**src/rtl/memory_pkg.sv**
```systemverilog
// Shared types for the RV32 memory stage: access sizes, writeback selects,
// misalignment cause codes, FSM states and the registered output bundle.
package memory_pkg;

  typedef enum logic [1:0] {
    SizeByte = 2'b00,
    SizeHalf = 2'b01,
    SizeWord = 2'b10
  } ls_size_e;

  typedef enum logic [1:0] {
    WsAlu     = 2'b00,
    WsLoad    = 2'b01,
    WsCsr     = 2'b10,
    WsPcPlus4 = 2'b11
  } write_select_e;

  localparam logic [3:0] EcauseLoadMisaligned  = 4'd4;
  localparam logic [3:0] EcauseStoreMisaligned = 4'd6;

  typedef enum logic [1:0] {
    StIdle,
    StWait,
    StHold
  } mem_state_e;

  typedef struct packed {
    logic [31:0] pc;
    logic [31:0] next_pc;
    logic [31:0] alu_data;
    logic [31:0] csr_data;
    logic [31:0] load_data;
    logic        branch_taken;
    logic [1:0]  write_select;
    logic [4:0]  rd_address;
    logic [11:0] csr_address;
    logic        csr_write;
    logic        mret;
    logic        wfi;
    logic        valid;
    logic [3:0]  ecause;
    logic        exception;
  } mem_out_t;

endpackage

```
**src/rtl/memory_if.sv**
```systemverilog
// Data-memory bus between the memory stage (master) and the memory system (slave).
interface memory_if;
  logic        mem_valid;
  logic        mem_ready;
  logic [31:0] mem_address;
  logic        mem_write;
  logic [3:0]  mem_byte_enable;
  logic [31:0] mem_store_data;
  logic [31:0] mem_load_data;

  modport master (
    output mem_valid, mem_address, mem_write, mem_byte_enable, mem_store_data,
    input  mem_ready, mem_load_data
  );

  modport slave (
    input  mem_valid, mem_address, mem_write, mem_byte_enable, mem_store_data,
    output mem_ready, mem_load_data
  );
endinterface

```
**src/rtl/memory_load_store_align.sv**
```systemverilog
// Byte-lane steering for loads and stores plus misalignment detection.
// MEMORY_MISALIGN_TRAP_EN enables misaligned-access detection; otherwise low address bits are ignored.
module memory_load_store_align
  import memory_pkg::*;
(
  input  logic [1:0]  size_i,
  input  logic [1:0]  addr_lsb_i,
  input  logic [31:0] store_data_i,
  input  logic [31:0] load_raw_i,
  input  logic [1:0]  ld_size_i,
  input  logic [1:0]  ld_offset_i,
  input  logic        ld_signed_i,
  output logic [3:0]  byte_enable_o,
  output logic [31:0] store_data_o,
  output logic [31:0] load_data_o,
  output logic        misaligned_o
);

  logic [7:0]  ld_byte;
  logic [15:0] ld_half;

  always_comb begin
    byte_enable_o = 4'b1111;
    store_data_o  = store_data_i;
    case (size_i)
      SizeByte: begin
        byte_enable_o = 4'b0001 << addr_lsb_i;
        store_data_o  = {4{store_data_i[7:0]}};
      end
      SizeHalf: begin
        byte_enable_o = addr_lsb_i[1] ? 4'b1100 : 4'b0011;
        store_data_o  = {2{store_data_i[15:0]}};
      end
      default: ;
    endcase
  end

  always_comb begin
    ld_byte = load_raw_i[7:0];
    unique case (ld_offset_i)
      2'd0: ld_byte = load_raw_i[7:0];
      2'd1: ld_byte = load_raw_i[15:8];
      2'd2: ld_byte = load_raw_i[23:16];
      2'd3: ld_byte = load_raw_i[31:24];
    endcase
    ld_half     = ld_offset_i[1] ? load_raw_i[31:16] : load_raw_i[15:0];
    load_data_o = load_raw_i;
    case (ld_size_i)
      SizeByte: load_data_o = {{24{ld_signed_i & ld_byte[7]}}, ld_byte};
      SizeHalf: load_data_o = {{16{ld_signed_i & ld_half[15]}}, ld_half};
      default:  ;
    endcase
  end

`ifdef MEMORY_MISALIGN_TRAP_EN
  assign misaligned_o = ((size_i == SizeHalf) & addr_lsb_i[0]) |
                        ((size_i == SizeWord) & (addr_lsb_i != 2'b00));
`else
  assign misaligned_o = 1'b0;
`endif

endmodule

```
**src/rtl/memory.sv**
```systemverilog
// RV32 memory pipeline stage: issues data-bus requests, waits/holds across stalls, registers results.
// MEMORY_MISALIGN_TRAP_EN turns misaligned half/word accesses into exceptions (cause 4/6).
module memory
  import memory_pkg::*;
(
  input  logic        clk,
  input  logic        reset,
  input  logic [31:0] pc_in,
  input  logic [31:0] next_pc_in,
  input  logic [31:0] alu_data_in,
  input  logic [31:0] rs2_data_in,
  input  logic [31:0] csr_data_in,
  input  logic        branch_taken_in,
  input  logic        load_in,
  input  logic        store_in,
  input  logic        load_signed_in,
  input  logic        csr_write_in,
  input  logic        mret_in,
  input  logic        wfi_in,
  input  logic        valid_in,
  input  logic        exception_in,
  input  logic [1:0]  load_store_size_in,
  input  logic [1:0]  write_select_in,
  input  logic [4:0]  rd_address_in,
  input  logic [11:0] csr_address_in,
  input  logic [3:0]  ecause_in,
  input  logic        stall,
  input  logic        invalidate,
  memory_if.master    bus,
  output logic        mem_busy,
  output logic [31:0] pc_out,
  output logic [31:0] next_pc_out,
  output logic [31:0] alu_data_out,
  output logic [31:0] csr_data_out,
  output logic        branch_taken_out,
  output logic [1:0]  write_select_out,
  output logic [4:0]  rd_address_out,
  output logic [11:0] csr_address_out,
  output logic        csr_write_out,
  output logic        mret_out,
  output logic        wfi_out,
  output logic [31:0] load_data_out,
  output logic        valid_out,
  output logic [3:0]  ecause_out,
  output logic        exception_out
);

  mem_state_e  state_q, state_d;
  mem_out_t    out_q, out_d;
  logic [31:0] load_buf_q, load_buf_d;
  logic        kill_q, kill_d;
  logic [29:0] req_word_q, req_word_d;
  logic        req_write_q, req_write_d;
  logic [3:0]  req_be_q, req_be_d;
  logic [31:0] req_sdata_q, req_sdata_d;
  logic [1:0]  req_size_q, req_size_d;
  logic [1:0]  req_offset_q, req_offset_d;
  logic        req_signed_q, req_signed_d;

  logic        idle, mis_raw, misaligned, eligible, mem_valid, take;
  logic [1:0]  ld_size, ld_offset;
  logic        ld_signed;
  logic [3:0]  cur_be;
  logic [31:0] cur_sdata, load_ext, load_val;

  assign idle = (state_q == StIdle);

  // Once issued, lane selection must follow the latched request, not the live inputs.
  assign ld_size   = idle ? load_store_size_in : req_size_q;
  assign ld_offset = idle ? alu_data_in[1:0] : req_offset_q;
  assign ld_signed = idle ? load_signed_in : req_signed_q;

  memory_load_store_align u_align (
    .size_i        (load_store_size_in),
    .addr_lsb_i    (alu_data_in[1:0]),
    .store_data_i  (rs2_data_in),
    .load_raw_i    (bus.mem_load_data),
    .ld_size_i     (ld_size),
    .ld_offset_i   (ld_offset),
    .ld_signed_i   (ld_signed),
    .byte_enable_o (cur_be),
    .store_data_o  (cur_sdata),
    .load_data_o   (load_ext),
    .misaligned_o  (mis_raw)
  );

  assign misaligned = mis_raw & (load_in | store_in);
  assign eligible   = valid_in & (load_in | store_in) & ~exception_in & ~invalidate & ~misaligned;

  always_comb begin
    mem_valid = 1'b0;
    case (state_q)
      StIdle:  mem_valid = eligible;
      StWait:  mem_valid = 1'b1;
      default: mem_valid = 1'b0;
    endcase
    mem_valid = mem_valid & ~reset;
  end

  assign bus.mem_valid       = mem_valid;
  assign bus.mem_address     = idle ? {alu_data_in[31:2], 2'b00} : {req_word_q, 2'b00};
  assign bus.mem_write       = idle ? store_in : req_write_q;
  assign bus.mem_byte_enable = idle ? cur_be : req_be_q;
  assign bus.mem_store_data  = idle ? cur_sdata : req_sdata_q;
  assign mem_busy            = mem_valid & ~bus.mem_ready;

  always_comb begin
    state_d      = state_q;
    kill_d       = kill_q;
    load_buf_d   = load_buf_q;
    req_word_d   = req_word_q;
    req_write_d  = req_write_q;
    req_be_d     = req_be_q;
    req_sdata_d  = req_sdata_q;
    req_size_d   = req_size_q;
    req_offset_d = req_offset_q;
    req_signed_d = req_signed_q;
    case (state_q)
      StIdle: begin
        req_word_d   = alu_data_in[31:2];
        req_write_d  = store_in;
        req_be_d     = cur_be;
        req_sdata_d  = cur_sdata;
        req_size_d   = load_store_size_in;
        req_offset_d = alu_data_in[1:0];
        req_signed_d = load_signed_in;
        kill_d       = 1'b0;
        if (mem_valid && !bus.mem_ready) begin
          state_d = StWait;
        end else if (mem_valid && stall) begin
          state_d    = StHold;
          load_buf_d = load_ext;
        end
      end
      StWait: begin
        // Invalidate cannot withdraw an issued request; remember it to squash the result.
        kill_d = kill_q | invalidate;
        if (bus.mem_ready) begin
          state_d    = stall ? StHold : StIdle;
          load_buf_d = load_ext;
        end
      end
      StHold: begin
        kill_d = kill_q | invalidate;
        if (!stall) state_d = StIdle;
      end
      default: state_d = StIdle;
    endcase
  end

  always_comb begin
    take     = 1'b0;
    load_val = load_ext;
    case (state_q)
      StIdle: take = ~mem_valid | bus.mem_ready;
      StWait: take = bus.mem_ready & ~kill_q;
      StHold: begin
        take     = ~kill_q;
        load_val = load_buf_q;
      end
      default: take = 1'b0;
    endcase
    take  = take & valid_in & ~invalidate;
    out_d = out_q;
    if (!stall) begin
      out_d.valid = 1'b0;
      if (take) begin
        out_d.pc           = pc_in;
        out_d.next_pc      = next_pc_in;
        out_d.alu_data     = alu_data_in;
        out_d.csr_data     = csr_data_in;
        out_d.load_data    = load_val;
        out_d.branch_taken = branch_taken_in;
        out_d.write_select = write_select_in;
        out_d.rd_address   = rd_address_in;
        out_d.csr_address  = csr_address_in;
        out_d.csr_write    = csr_write_in;
        out_d.mret         = mret_in;
        out_d.wfi          = wfi_in;
        out_d.valid        = 1'b1;
        out_d.exception    = exception_in | misaligned;
        out_d.ecause       = ecause_in;
        if (!exception_in && misaligned) begin
          out_d.ecause = load_in ? EcauseLoadMisaligned : EcauseStoreMisaligned;
        end
      end
    end
  end

  always_ff @(posedge clk) begin
    if (reset) begin
      state_q      <= StIdle;
      out_q        <= '0;
      load_buf_q   <= '0;
      kill_q       <= 1'b0;
      req_word_q   <= '0;
      req_write_q  <= 1'b0;
      req_be_q     <= '0;
      req_sdata_q  <= '0;
      req_size_q   <= '0;
      req_offset_q <= '0;
      req_signed_q <= 1'b0;
    end else begin
      state_q      <= state_d;
      out_q        <= out_d;
      load_buf_q   <= load_buf_d;
      kill_q       <= kill_d;
      req_word_q   <= req_word_d;
      req_write_q  <= req_write_d;
      req_be_q     <= req_be_d;
      req_sdata_q  <= req_sdata_d;
      req_size_q   <= req_size_d;
      req_offset_q <= req_offset_d;
      req_signed_q <= req_signed_d;
    end
  end

  assign pc_out           = out_q.pc;
  assign next_pc_out      = out_q.next_pc;
  assign alu_data_out     = out_q.alu_data;
  assign csr_data_out     = out_q.csr_data;
  assign load_data_out    = out_q.load_data;
  assign branch_taken_out = out_q.branch_taken;
  assign write_select_out = out_q.write_select;
  assign rd_address_out   = out_q.rd_address;
  assign csr_address_out  = out_q.csr_address;
  assign csr_write_out    = out_q.csr_write;
  assign mret_out         = out_q.mret;
  assign wfi_out          = out_q.wfi;
  assign valid_out        = out_q.valid;
  assign ecause_out       = out_q.ecause;
  assign exception_out    = out_q.exception;

endmodule

```
**src/flat_wrapper.sv**
```systemverilog
// flat-port wrapper written by rule: the top's interface ports become plain ports
module memory_flat import memory_pkg::*;
  (clk, reset, pc_in, next_pc_in, alu_data_in, rs2_data_in, csr_data_in, branch_taken_in, load_in, store_in, load_signed_in, csr_write_in, mret_in, wfi_in, valid_in, exception_in, load_store_size_in, write_select_in, rd_address_in, csr_address_in, ecause_in, stall, invalidate, mem_busy, pc_out, next_pc_out, alu_data_out, csr_data_out, branch_taken_out, write_select_out, rd_address_out, csr_address_out, csr_write_out, mret_out, wfi_out, load_data_out, valid_out, ecause_out, exception_out, bus_mem_valid, bus_mem_address, bus_mem_write, bus_mem_byte_enable, bus_mem_store_data, bus_mem_ready, bus_mem_load_data);
  memory_if bus_i ();
  input  logic clk;
  input  logic reset;
  input  logic [31:0] pc_in;
  input  logic [31:0] next_pc_in;
  input  logic [31:0] alu_data_in;
  input  logic [31:0] rs2_data_in;
  input  logic [31:0] csr_data_in;
  input  logic branch_taken_in;
  input  logic load_in;
  input  logic store_in;
  input  logic load_signed_in;
  input  logic csr_write_in;
  input  logic mret_in;
  input  logic wfi_in;
  input  logic valid_in;
  input  logic exception_in;
  input  logic [1:0] load_store_size_in;
  input  logic [1:0] write_select_in;
  input  logic [4:0] rd_address_in;
  input  logic [11:0] csr_address_in;
  input  logic [3:0] ecause_in;
  input  logic stall;
  input  logic invalidate;
  output logic mem_busy;
  output logic [31:0] pc_out;
  output logic [31:0] next_pc_out;
  output logic [31:0] alu_data_out;
  output logic [31:0] csr_data_out;
  output logic branch_taken_out;
  output logic [1:0] write_select_out;
  output logic [4:0] rd_address_out;
  output logic [11:0] csr_address_out;
  output logic csr_write_out;
  output logic mret_out;
  output logic wfi_out;
  output logic [31:0] load_data_out;
  output logic valid_out;
  output logic [3:0] ecause_out;
  output logic exception_out;
  output wire logic [$bits(bus_i.mem_valid)-1:0] bus_mem_valid;
  output wire logic [$bits(bus_i.mem_address)-1:0] bus_mem_address;
  output wire logic [$bits(bus_i.mem_write)-1:0] bus_mem_write;
  output wire logic [$bits(bus_i.mem_byte_enable)-1:0] bus_mem_byte_enable;
  output wire logic [$bits(bus_i.mem_store_data)-1:0] bus_mem_store_data;
  input wire logic [$bits(bus_i.mem_ready)-1:0] bus_mem_ready;
  input wire logic [$bits(bus_i.mem_load_data)-1:0] bus_mem_load_data;
  assign bus_mem_valid = bus_i.mem_valid;
  assign bus_mem_address = bus_i.mem_address;
  assign bus_mem_write = bus_i.mem_write;
  assign bus_mem_byte_enable = bus_i.mem_byte_enable;
  assign bus_mem_store_data = bus_i.mem_store_data;
  assign bus_i.mem_ready = bus_mem_ready;
  assign bus_i.mem_load_data = bus_mem_load_data;
  memory u_core (.clk(clk), .reset(reset), .pc_in(pc_in), .next_pc_in(next_pc_in), .alu_data_in(alu_data_in), .rs2_data_in(rs2_data_in), .csr_data_in(csr_data_in), .branch_taken_in(branch_taken_in), .load_in(load_in), .store_in(store_in), .load_signed_in(load_signed_in), .csr_write_in(csr_write_in), .mret_in(mret_in), .wfi_in(wfi_in), .valid_in(valid_in), .exception_in(exception_in), .load_store_size_in(load_store_size_in), .write_select_in(write_select_in), .rd_address_in(rd_address_in), .csr_address_in(csr_address_in), .ecause_in(ecause_in), .stall(stall), .invalidate(invalidate), .bus(bus_i), .mem_busy(mem_busy), .pc_out(pc_out), .next_pc_out(next_pc_out), .alu_data_out(alu_data_out), .csr_data_out(csr_data_out), .branch_taken_out(branch_taken_out), .write_select_out(write_select_out), .rd_address_out(rd_address_out), .csr_address_out(csr_address_out), .csr_write_out(csr_write_out), .mret_out(mret_out), .wfi_out(wfi_out), .load_data_out(load_data_out), .valid_out(valid_out), .ecause_out(ecause_out), .exception_out(exception_out));
endmodule
```
**config.mk**
```make
export PLATFORM = sky130hd
export DESIGN_NAME = memory_flat
export DESIGN_NICKNAME = d
export VERILOG_FILES = /design/src/rtl/memory_pkg.sv /design/src/rtl/memory_if.sv /design/src/rtl/memory_load_store_align.sv /design/src/rtl/memory.sv /design/src/flat_wrapper.sv
export SDC_FILE = /design/constraint.sdc
export NUM_CORES = 1
export LEC_CHECK = 0
export CORE_MARGIN = 2
export CORE_UTILIZATION = 35
export DETAILED_ROUTE_END_ITERATION = 10
export PLACE_DENSITY = 0.66
export SYNTH_ARGS = -nofsm -noshare
export SYNTH_HDL_FRONTEND = slang
export SYNTH_SLANG_ARGS = --single-unit
```
**constraint.sdc**
```tcl
create_clock -name clk -period 2.4 [get_ports clk]
set_input_delay 0.24 -clock clk [delete_from_list [all_inputs] [get_ports clk]]
set_output_delay 0.24 -clock clk [all_outputs]
set_load 0.005 [all_outputs]
```
Word level (Yosys, flattened, before mapping). Index checks and enable logic that the tools add are counted.

Register bits after elaboration: 296. Input bits: 231. Output and inout bits: 260.

Equal/unequal tests: 12. Shifts and indexed selects: 1. Muxes and demuxes: 28. Bitwise operators: 20. Reduce and logical (&&, ||, !) cells: 13.

Operators by type and width (count): 32-bit 2-to-1 mux (6); 32-bit one-hot mux with 2 select lines (3); 8-bit one-hot mux with 4 select lines (1); 16-bit 2-to-1 mux (1); 2-bit 2-to-1 mux (7); 1-bit bitwise AND (10); 2-bit by 1-bit equality test with 1-bit output (second input constant) (4); 2-bit logical NOT (4); 4-bit 2-to-1 mux (2); 2-bit != test (second input constant) (4); 4-bit one-hot mux with 2 select lines (1); 1-bit NOT (7); 2-bit equality test (second input constant) (3); 6-bit 2-to-1 mux (1); 2-bit one-hot mux with 3 select lines (1); 1-bit one-hot mux with 2 select lines (2); 4-bit AND reduction (1); 2-bit nonzero test (2); 1-bit by 2-bit left shift with 4-bit output (first input constant) (1); 3-bit != test (second input constant) (1); 1-bit OR (3); 1-bit one-hot mux with 3 select lines (1); 3-bit AND reduction (1); 1-bit logical AND (2); 4 further kinds (5).

Depth between registers and ports, before layout. Gate-level depths: netlist of run 1.

Depth after elaboration: 12. Gate-level depth with buffers: 12. Depth with buffers taken out: 7.

Cells and area by module. A second synthesis of run 1 with hierarchy kept.

Cells, all modules: 1499. Area total of the unflattened synthesis: 13679.4 sq um.

Modules (own cells, without submodules): memory (times used 1, cells an instance 1304, area an instance 12191.7 sq um); memory_load_store_align (times used 1, cells an instance 195, area an instance 1487.7 sq um).

Least setup slack after synthesis of run 1. Ideal clock, no wire load.

Path kind: flip-flop to flip-flop. Start point: reg u_core.state_q[0]. End point: reg u_core.load_buf_q[2]. Data arrival time: 2.042 ns. Required time: 2.268 ns. Path slack: 0.225 ns. Stages on the path, launching flop included: 13. Path buffers: 5. Period minus slack after synthesis: 2.175 ns. Path through: dfxtp_1 -> inv_1 -> ha_1 -> buf_4 -> buf_6 -> nor4bb_1 -> a31o_1 -> buf_2 -> buf_4 -> buf_2 -> nand2_1 -> o221ai_1 -> o22ai_1.

Longest elaborated chain between the ends: 8. Elaborated cells between the ends (all ways): 26. Those cells by class: eq/ne (8); mux (10); bitwise (1); reduce/logical (7).

Ends and longest elaborated chain: start: declaration (RTL line memory.sv:48) `mem_state_e state_q, state_d;`; start signal: assignment (RTL line memory.sv:192) `state_q <= StIdle;`; start signal: assignment (RTL line memory.sv:204) `state_q <= state_d;`; 2-bit logical NOT (RTL line memory.sv:66, memory.sv:92, memory.sv:118); 2-bit 2-to-1 mux (RTL line memory.sv:70) `assign ld_offset = idle ? alu_data_in[1:0] : req_offset_q;`; 2-bit equality test, or another cell as far along (RTL line memory_load_store_align.sv:40) `unique case (ld_offset_i)`; 8-bit one-hot mux with 4 select lines (RTL line memory_load_store_align.sv:40); 32-bit one-hot mux with 2 select lines (RTL line memory_load_store_align.sv:48) `case (ld_size_i)`; 32-bit 2-to-1 mux (RTL line memory.sv:130) `end else if (mem_valid && stall) begin`; 32-bit 2-to-1 mux (RTL line memory.sv:128) `if (mem_valid && !bus.mem_ready) begin`; 32-bit one-hot mux with 2 select lines (RTL line memory.sv:118) `case (state_q)`; end signal: assignment (RTL line memory.sv:206) `load_buf_q <= load_buf_d;`; end: declaration (RTL line memory.sv:50) `logic [31:0] load_buf_q, load_buf_d;`.

Several ways; a longest one is shown, not always the timed one. The select of a mux whose other input is x is not followed. A chain may end at the register's enable or synchronous reset.

Worst setup path in the final report of run 1.
Start point: reg u_core.state_q[1]. End point: out bus_mem_store_data[20].

Longest elaborated chain between the ends: 2.

Ends and longest elaborated chain: 2-bit logical NOT (RTL line memory.sv:66) `assign idle = (state_q == StIdle);`; 32-bit 2-to-1 mux (RTL line memory.sv:104) `assign bus.mem_store_data = idle ? cur_sdata : req_sdata_q;`; end: declaration (RTL line flat_wrapper.sv:48) `output wire logic [$bits(bus_i.mem_store_data)-1:0] bus_mem_store_data;`.

Every way passes these cells.

==> impl_results.md, run 1 <==
* Cell mode on critical path: buf_12
* EDFF count, synth at 0
* Port Buffers at 488
* Slew @ Worst Pin at 842 ps
* All-Layer GR Usage at 23.1%
* Max transition margin at 43.8%
* Setup WS pre-CTS at -4.06 ps
* Synth top cells by count: nand2_1, dfxtp_1, a21oi_1
* First-pass GRT wire length at 70900 um
* Sequential element share of the synthesized area at 45.7%
* Final Max Tran Viols at 0
* Via/cell ratio at 5.18
* DR WL met2 at 23000 um
* Vias post-DR at 13000
* Max-cap violations at 0
* Initial antenna violation count at 1
* Cell Chain, Critical Path: inv_2 > ha_4 > buf_12 > buf_12 > bufbuf_16 > nor2_1 > a21oi_2 > dlygate4sd2_1
* PD cells at 802 nW/um2
* Clock H-tree levels at 2
* Clk buf depth at 3
* RSZ-0062 raised after global routing: yes
* Drc violations at 0
* Mean routed wirelength per cell at 19.1 um
* Die ar. at 38600 um2
* Clk Latency, worst-skew pair at 510 ps
* #FFs+latches synth at 296
* Status: completed
* Largest net degree at the start of global routing at 131
* Inst Count DP at 2422
* CORE AREA at 36500 um2
* Routed WL at 47900 um
* Slowest CP cell: dfxtp_2
* Drt first pass iters at 5
* Die X at 197 um
* Ys Warns at 0
* Synth top area share at 45.7%
* Met3 WL at 3930 um
* CTS root buffer: clkbuf_16
* Worst setup path class: register to output port
* Post-Syn Area at 13000 um2
* Non-filler cells, final at 2503
* Biggest area consumer among synthesized cells: dfxtp_1
* Top FF cell, synth: dfxtp_1
* Yosys cell types at 67
* Crit-path leading delay family: buffers and inverters
* Tcrit/Tclk final at 97.2%
* Cell with the most instances after synthesis: nand2_1
* GRT overflow at 0
* Critical Path Start Type: register
* Hold Slack at 278 ps
* CTS tree: yes
* Routability cong. at 0.856
* Share of layout cells above drive strength 1 at 12.1%
* Final Critical Period at 2330 ps
* Clk pin slew, worst setup/hold paths at 60 ps
* # setup viols final at 0
* Initial core utilization at 35.5%
* Area contributors post-synth: dfxtp_1, nand2_1, a21oi_1
* Clock Skews at 9.99 ps
* Post-DP HPWL at 33300 um
* # IOs at 491
* Final layout net count at 2251
* Vias in the first global route at 12400
* FP Rows at 70
* CP Capture Type: output port
* Peak supply drop at 0.000552 V
* Die Y-Extent at 197 um
* WL met1 at 19500 um
* Final hold vios at 0
* Max incr delay on CP at 350 ps
* Type of the tightest min-delay check: input port to register
* Initial drt markers at 673
* Fmax achieved at 429 MHz
* Post-synth ARST share at 0%
* Area added between synthesis and finish at 55.2%
* CTS sink cnt at 296
* Post-route ant nets at 0
* Top Layer Used: met4
* Final worst slack at 67.8 ps
* CP bufs+invs at 5
* Data arrival, critical path at 2090 ps
* CTS buffer count at 35
* LEAKAGE at 7.51 nW
* WP data required at 2160 ps
* Syn_area_per_cell at 8.50 um2
* Synth Instances at 1526
* CP max FO at 15
[registers in the layout, summed over array words and instances, names as in the netlist, 4 cells and up]
name                    count
u_core.req_word_q          30
u_core.alu_data_out        32
u_core.load_buf_q          32
u_core.rd_address_out       5
u_core.csr_address_out     12
u_core.csr_data_out        32
u_core.req_be_q             4
u_core.ecause_out           4
u_core.next_pc_out         32
u_core.pc_out              32
u_core.load_data_out       32
u_core.req_sdata_q         32
[tightest hold or removal path, stage by stage]
cell             delay [ps]
clkdlybuf4s50_1         400
nand2_1                  60
a21oi_1                  50
[worst paths after layout]
| kind | depth (start not counted) | end | slack (ps) | startpoint |
|---|---|---|---|---|
| worst max-delay path | 8 | bus_mem_store_data[20] | 70 | u_core.state_q[1] |
| worst min-delay path | 3 | u_core.csr_address_out[4] | 280 | csr_address_in[4] |
| worst max register to register | 10 | u_core.load_data_out[3] | 70 | u_core.state_q[1] |
| worst min register to register | 2 | u_core.pc_out[0] | 450 | u_core.pc_out[0] |
[power breakdown]
part	switching, mW	leakage, nW	internal (mW)
clock	2.03	0.496	2.87
sequential	0.208	2.42	5.38
combinational	2.77	4.60	2.89
[stage by stage]
stage | TNS, ps | cell area, um2 | util (%) | power (mW)
finish | 0 | 20100 | 55.1 | 16.1
global route | -40.5 | 20100 | 55.1 | 16.9
CTS | -1650 | 19900 | 54.4 | 16.0
detailed placement | -4.06 | 18700 | 51.3 | 10.9
global placement | 0 | 18700 | 51.3 | 10.9
floorplan | 0 | 13000 | - | 8.39
[logic make-up (layout without fill, tap and decap cells)]
kind of cell	count (synthesis)	count (layout)	share of synthesized area (%)
AOI/OAI and AO/OA	397	397	19.7
adders and majority gates	4	4	0.386
buffers and inverters	163	669	5.57
DFF	296	296	45.7
muxes	115	115	9.57
other	1	4	0.0289
and+or+nand+nor	550	550	19.1
[per-layer routing]
metal	vias up	global-route usage [%]
met5	-	0
met2	518	39.8
met3	83	5.84
met1	6113	28.1
met4	0	7.66
li1	6264	-
[repair_timing]
action	4_1_cts	5_1_grt
hold buffers	1	0
pin swaps	1	5
endpoints found under the setup margin	69	152
resized for setup	77	36
hold endpoints to repair	3	0
gates cloned	3	4
setup buffers	7	13
[area by class of cell]
| type | instances | area, um2 |
|---|---|---|
| inverters | 30 | 115 |
| clock inverters | 5 | 53.8 |
| diodes | 2 | 5.00 |
| multi-input cells | 1068 | 6430 |
| repair buffers | 585 | 6050 |
| well taps | 468 | 586 |
| clock buffers | 49 | 958 |
| flip-flops and latches | 296 | 5930 |
| fillers | 3367 | 16400 |
[cells in the final DEF, fill, tap and decap left out, types with 9 or more instances in the layout]
master / Yosys / routed
nand3_1: 10 / 10
mux2_2: 48 / 47
o21ai_0: 22 / 22
o2111ai_1: 34 / 34
a21oi_1: 223 / 217
o221ai_1: 10 / 10
dfxtp_1: 296 / 294
a31oi_1: 21 / 20
nand2_1: 343 / 343
mux2i_1: 64 / 64
and2_1: 69 / 69
o22ai_1: 23 / 23
nor2b_1: 16 / 16
o41ai_2: 9 / 9
nand4_1: 17 / 17
nor2_1: 69 / 68
clkdlybuf4s50_1: 0 / 418
dlygate4sd2_1: 0 / 58
buf_4: 7 / 54
buf_12: 0 / 28
inv_1: 28 / 25
clkbuf_1: 62 / 11
clkbuf_16: 0 / 39
Note: power is estimated with default switching activity, not from simulation.
==> inputs of run 2 (changes only) <==
--- a/config.mk
+++ b/config.mk
@@ -5,10 +5,10 @@
 export SDC_FILE = /design/constraint.sdc
 export NUM_CORES = 1
 export LEC_CHECK = 0
-export CORE_MARGIN = 2
-export CORE_UTILIZATION = 35
+export CORE_AREA = 2 2 189 191
 export DETAILED_ROUTE_END_ITERATION = 10
-export PLACE_DENSITY = 0.66
+export DIE_AREA = 0 0 191 193
+export PLACE_DENSITY = 0.7
 export SYNTH_ARGS = -nofsm -noshare
 export SYNTH_HDL_FRONTEND = slang
 export SYNTH_SLANG_ARGS = --single-unit
==> run 2 against run 1 <==
Compared with the run above:
- total power grew 2.7%
- fmax is 0.17% lower
- die area is 4.5% lower
- critical endpoint is now bus_mem_address[15]
- highest routed layer is now met5
==> impl_results.md, run 2 (synthesized netlist as in run 1, its figures left out) <==
* Area occupied by multi-input gates at 6470 um2 (was 6430 um2)
* PD cells at 819 nW/um2 (was 802 nW/um2)
* Worst setup path class: register to output port (unchanged)
* Port Buffers at 488 (unchanged)
* Final Max Tran Viols at 0 (unchanged)
* Most frequent cells in the layout: clkdlybuf4s50_1, nand2_1, dfxtp_1, a21oi_1, and2_1 (unchanged)
* RSZ-0062 raised after global routing: yes (unchanged)
* Initial drt markers at 877 (was 673)
* Vias post-DR at 13100 (was 13000)
* Share of layout cells above drive strength 1 at 13.0% (was 12.1%)
* Critical Path Start Type: register (unchanged)
* Routability cong. at 0.865 (was 0.856)
* GRT overflow at 0 (unchanged)
* LEAKAGE at 7.53 nW (was 7.51 nW)
* Sequential share of power at 33.7% (was 34.6%)
* Fmax achieved at 428 MHz (was 429 MHz)
* Sw power at 5.06 mW (was 5.01 mW)
* Drc violations at 0 (unchanged)
* Peak supply drop at 0.000662 V (was 0.000552 V)
* CTS buffer count at 35 (unchanged)
* Inst Count DP at 2415 (was 2422)
* Clk Latency, worst-skew pair at 500 ps (was 510 ps)
* Largest net degree at the start of global routing at 130 (was 131)
* Final hold vios at 0 (unchanged)
* CP Capture Type: output port (unchanged)
* Initial antenna violation count at 4 (was 1)
* Mean routed wirelength per cell at 18.8 um (was 19.1 um)
* Max transition margin at 44.2% (was 43.8%)
* Max-cap violations at 0 (unchanged)
* CTS sink cnt at 296 (unchanged)
* Initial core utilization at 37.1% (was 35.5%)
* Routed WL at 47000 um (was 47900 um)
* Post-route ant nets at 0 (unchanged)
* Status: completed (unchanged)
* WP data required at 2160 ps (about the same)
* Die ar. at 36900 um2 (was 38600 um2)
* All-Layer GR Usage at 23.7% (was 23.1%)
* FILL cells at 3146 (was 3367)
* FP Rows at 69 (was 70)
* Non-filler cells, final at 2503 (unchanged)
* Slew @ Worst Pin at 837 ps (was 842 ps)
* # IOs at 491 (unchanged)
* Area added between synthesis and finish at 56.0% (was 55.2%)
* R2r setup slk at 60 ps (was 70 ps)
* First-pass GRT wire length at 69200 um (was 70900 um)
* Clock H-tree levels at 2 (unchanged)
* Vias in the first global route at 12300 (was 12400)
* Seq. cell area at 5930 um2 (about the same)
* Most common cell after layout, fill and taps aside: clkdlybuf4s50_1 (unchanged)
* Final Critical Period at 2340 ps (was 2330 ps)
* Setup TNS Final at 0 ps (unchanged)
* # setup viols final at 0 (unchanged)
* Post-DP HPWL at 31900 um (was 33300 um)
* Comb pwr share at 35.3% (was 35.1%)
* Via/cell ratio at 5.24 (was 5.18)
* CP max FO at 8 (was 15)
* Tcrit/Tclk final at 97.3% (was 97.2%)
* Drt first pass iters at 5 (unchanged)
* Clock share of power at 31.0% (was 30.3%)
* CTS tree: yes (unchanged)
* Data arrival, critical path at 2100 ps (was 2090 ps)
* Type of the tightest min-delay check: input port to register (unchanged)
* Clock Skews at 12.7 ps (was 9.99 ps)
* Internal power at 11.5 mW (was 11.1 mW)
* Switching part of the total power at 30.5% (was 31.0%)
* Final layout net count at 2254 (was 2251)
* Die X at 191 um (was 197 um)
* Clk pin slew, worst setup/hold paths at 60 ps (about the same)
* CTS root buffer: clkbuf_16 (unchanged)
* CORE AREA at 35000 um2 (was 36500 um2)
* Die Y-Extent at 193 um (was 197 um)
* Clk buf depth at 3 (unchanged)
[run 2: cell count changes in the layout (fill, tap and decap cells not counted), sizes merged, moves of 2 or more]
cell	before	now
bufbuf	1	3
clkdlybuf4s15	3	7
dlygate4sd2	58	54
buf	93	98
dlymetal6s2s	4	0
diode	2	4
[run 2: metrics by stage]
step / power [mW] / instance area [um2] / hold slack (ps) / utilization [%] / setup slack, ps
after floorplan: 8.39 / 13000 / 376 / - / 225
after global placement: 10.8 / 18700 / 440 / 53.4 / -183
after detailed placement: 10.9 / 18700 / 446 / 53.4 / -284
after CTS: 16.4 / 20000 / 266 / 57.3 / 9.25
after global routing: 17.4 / 20200 / 277 / 57.9 / -29.6
final: 16.6 / 20200 / 288 / 57.9 / 63.9
[run 2: layout make-up]
cell class | instances | area share, %
timing repair buffer | 587 | 29.8
multi-input combinational | 1069 | 32.0
antenna | 4 | 0.0495
tap | 461 | 2.85
sequential | 296 | 29.3
clock inverter | 5 | 0.278
clock buffer | 51 | 5.18
inverter | 30 | 0.569
[run 2: worst paths after layout]
check / from / to / depth (start not counted)
min reg2reg: u_core.next_pc_out[24] / u_core.next_pc_out[24] / 2
min: rd_address_in[3] / u_core.rd_address_out[3] / 3
max: u_core.state_q[1] / bus_mem_address[15] / 6
max reg2reg: u_core.state_q[1] / u_core.load_data_out[31] / 12
[run 2: timing repair]
action	4_1_cts	5_1_grt
hold buffers	1	0
setup buffers	12	6
pin swaps	0	4
endpoints found under the hold margin	2	0
gates resized for setup	99	35
gates cloned	6	3
setup endpoints to repair	82	76
[run 2: worst max-delay path, cell delays in order (launching register included)]
cell and delay [ps]:
dfxtp_2 330, inv_2 70, ha_4 160, buf_12 150, bufbuf_16 270, mux2_2 330, dlygate4sd2_1 280
[run 2: power groups by stage]
stage / registers [mW] / clock network, mW / logic [mW]
after floorplan: 5.64 / 0 / 2.75
after global placement: 5.66 / 0 / 5.16
after detailed placement: 5.68 / 0 / 5.21
after CTS: 5.58 / 5.27 / 5.56
after global routing: 5.63 / 5.48 / 6.26
final: 5.58 / 5.14 / 5.84
[run 2: metal layers]
metal	wire, um	global-route usage, %
met3	4260	6.30
met5	13	0
met2	22900	39.7
met1	18400	29.1
met4	1430	9.06
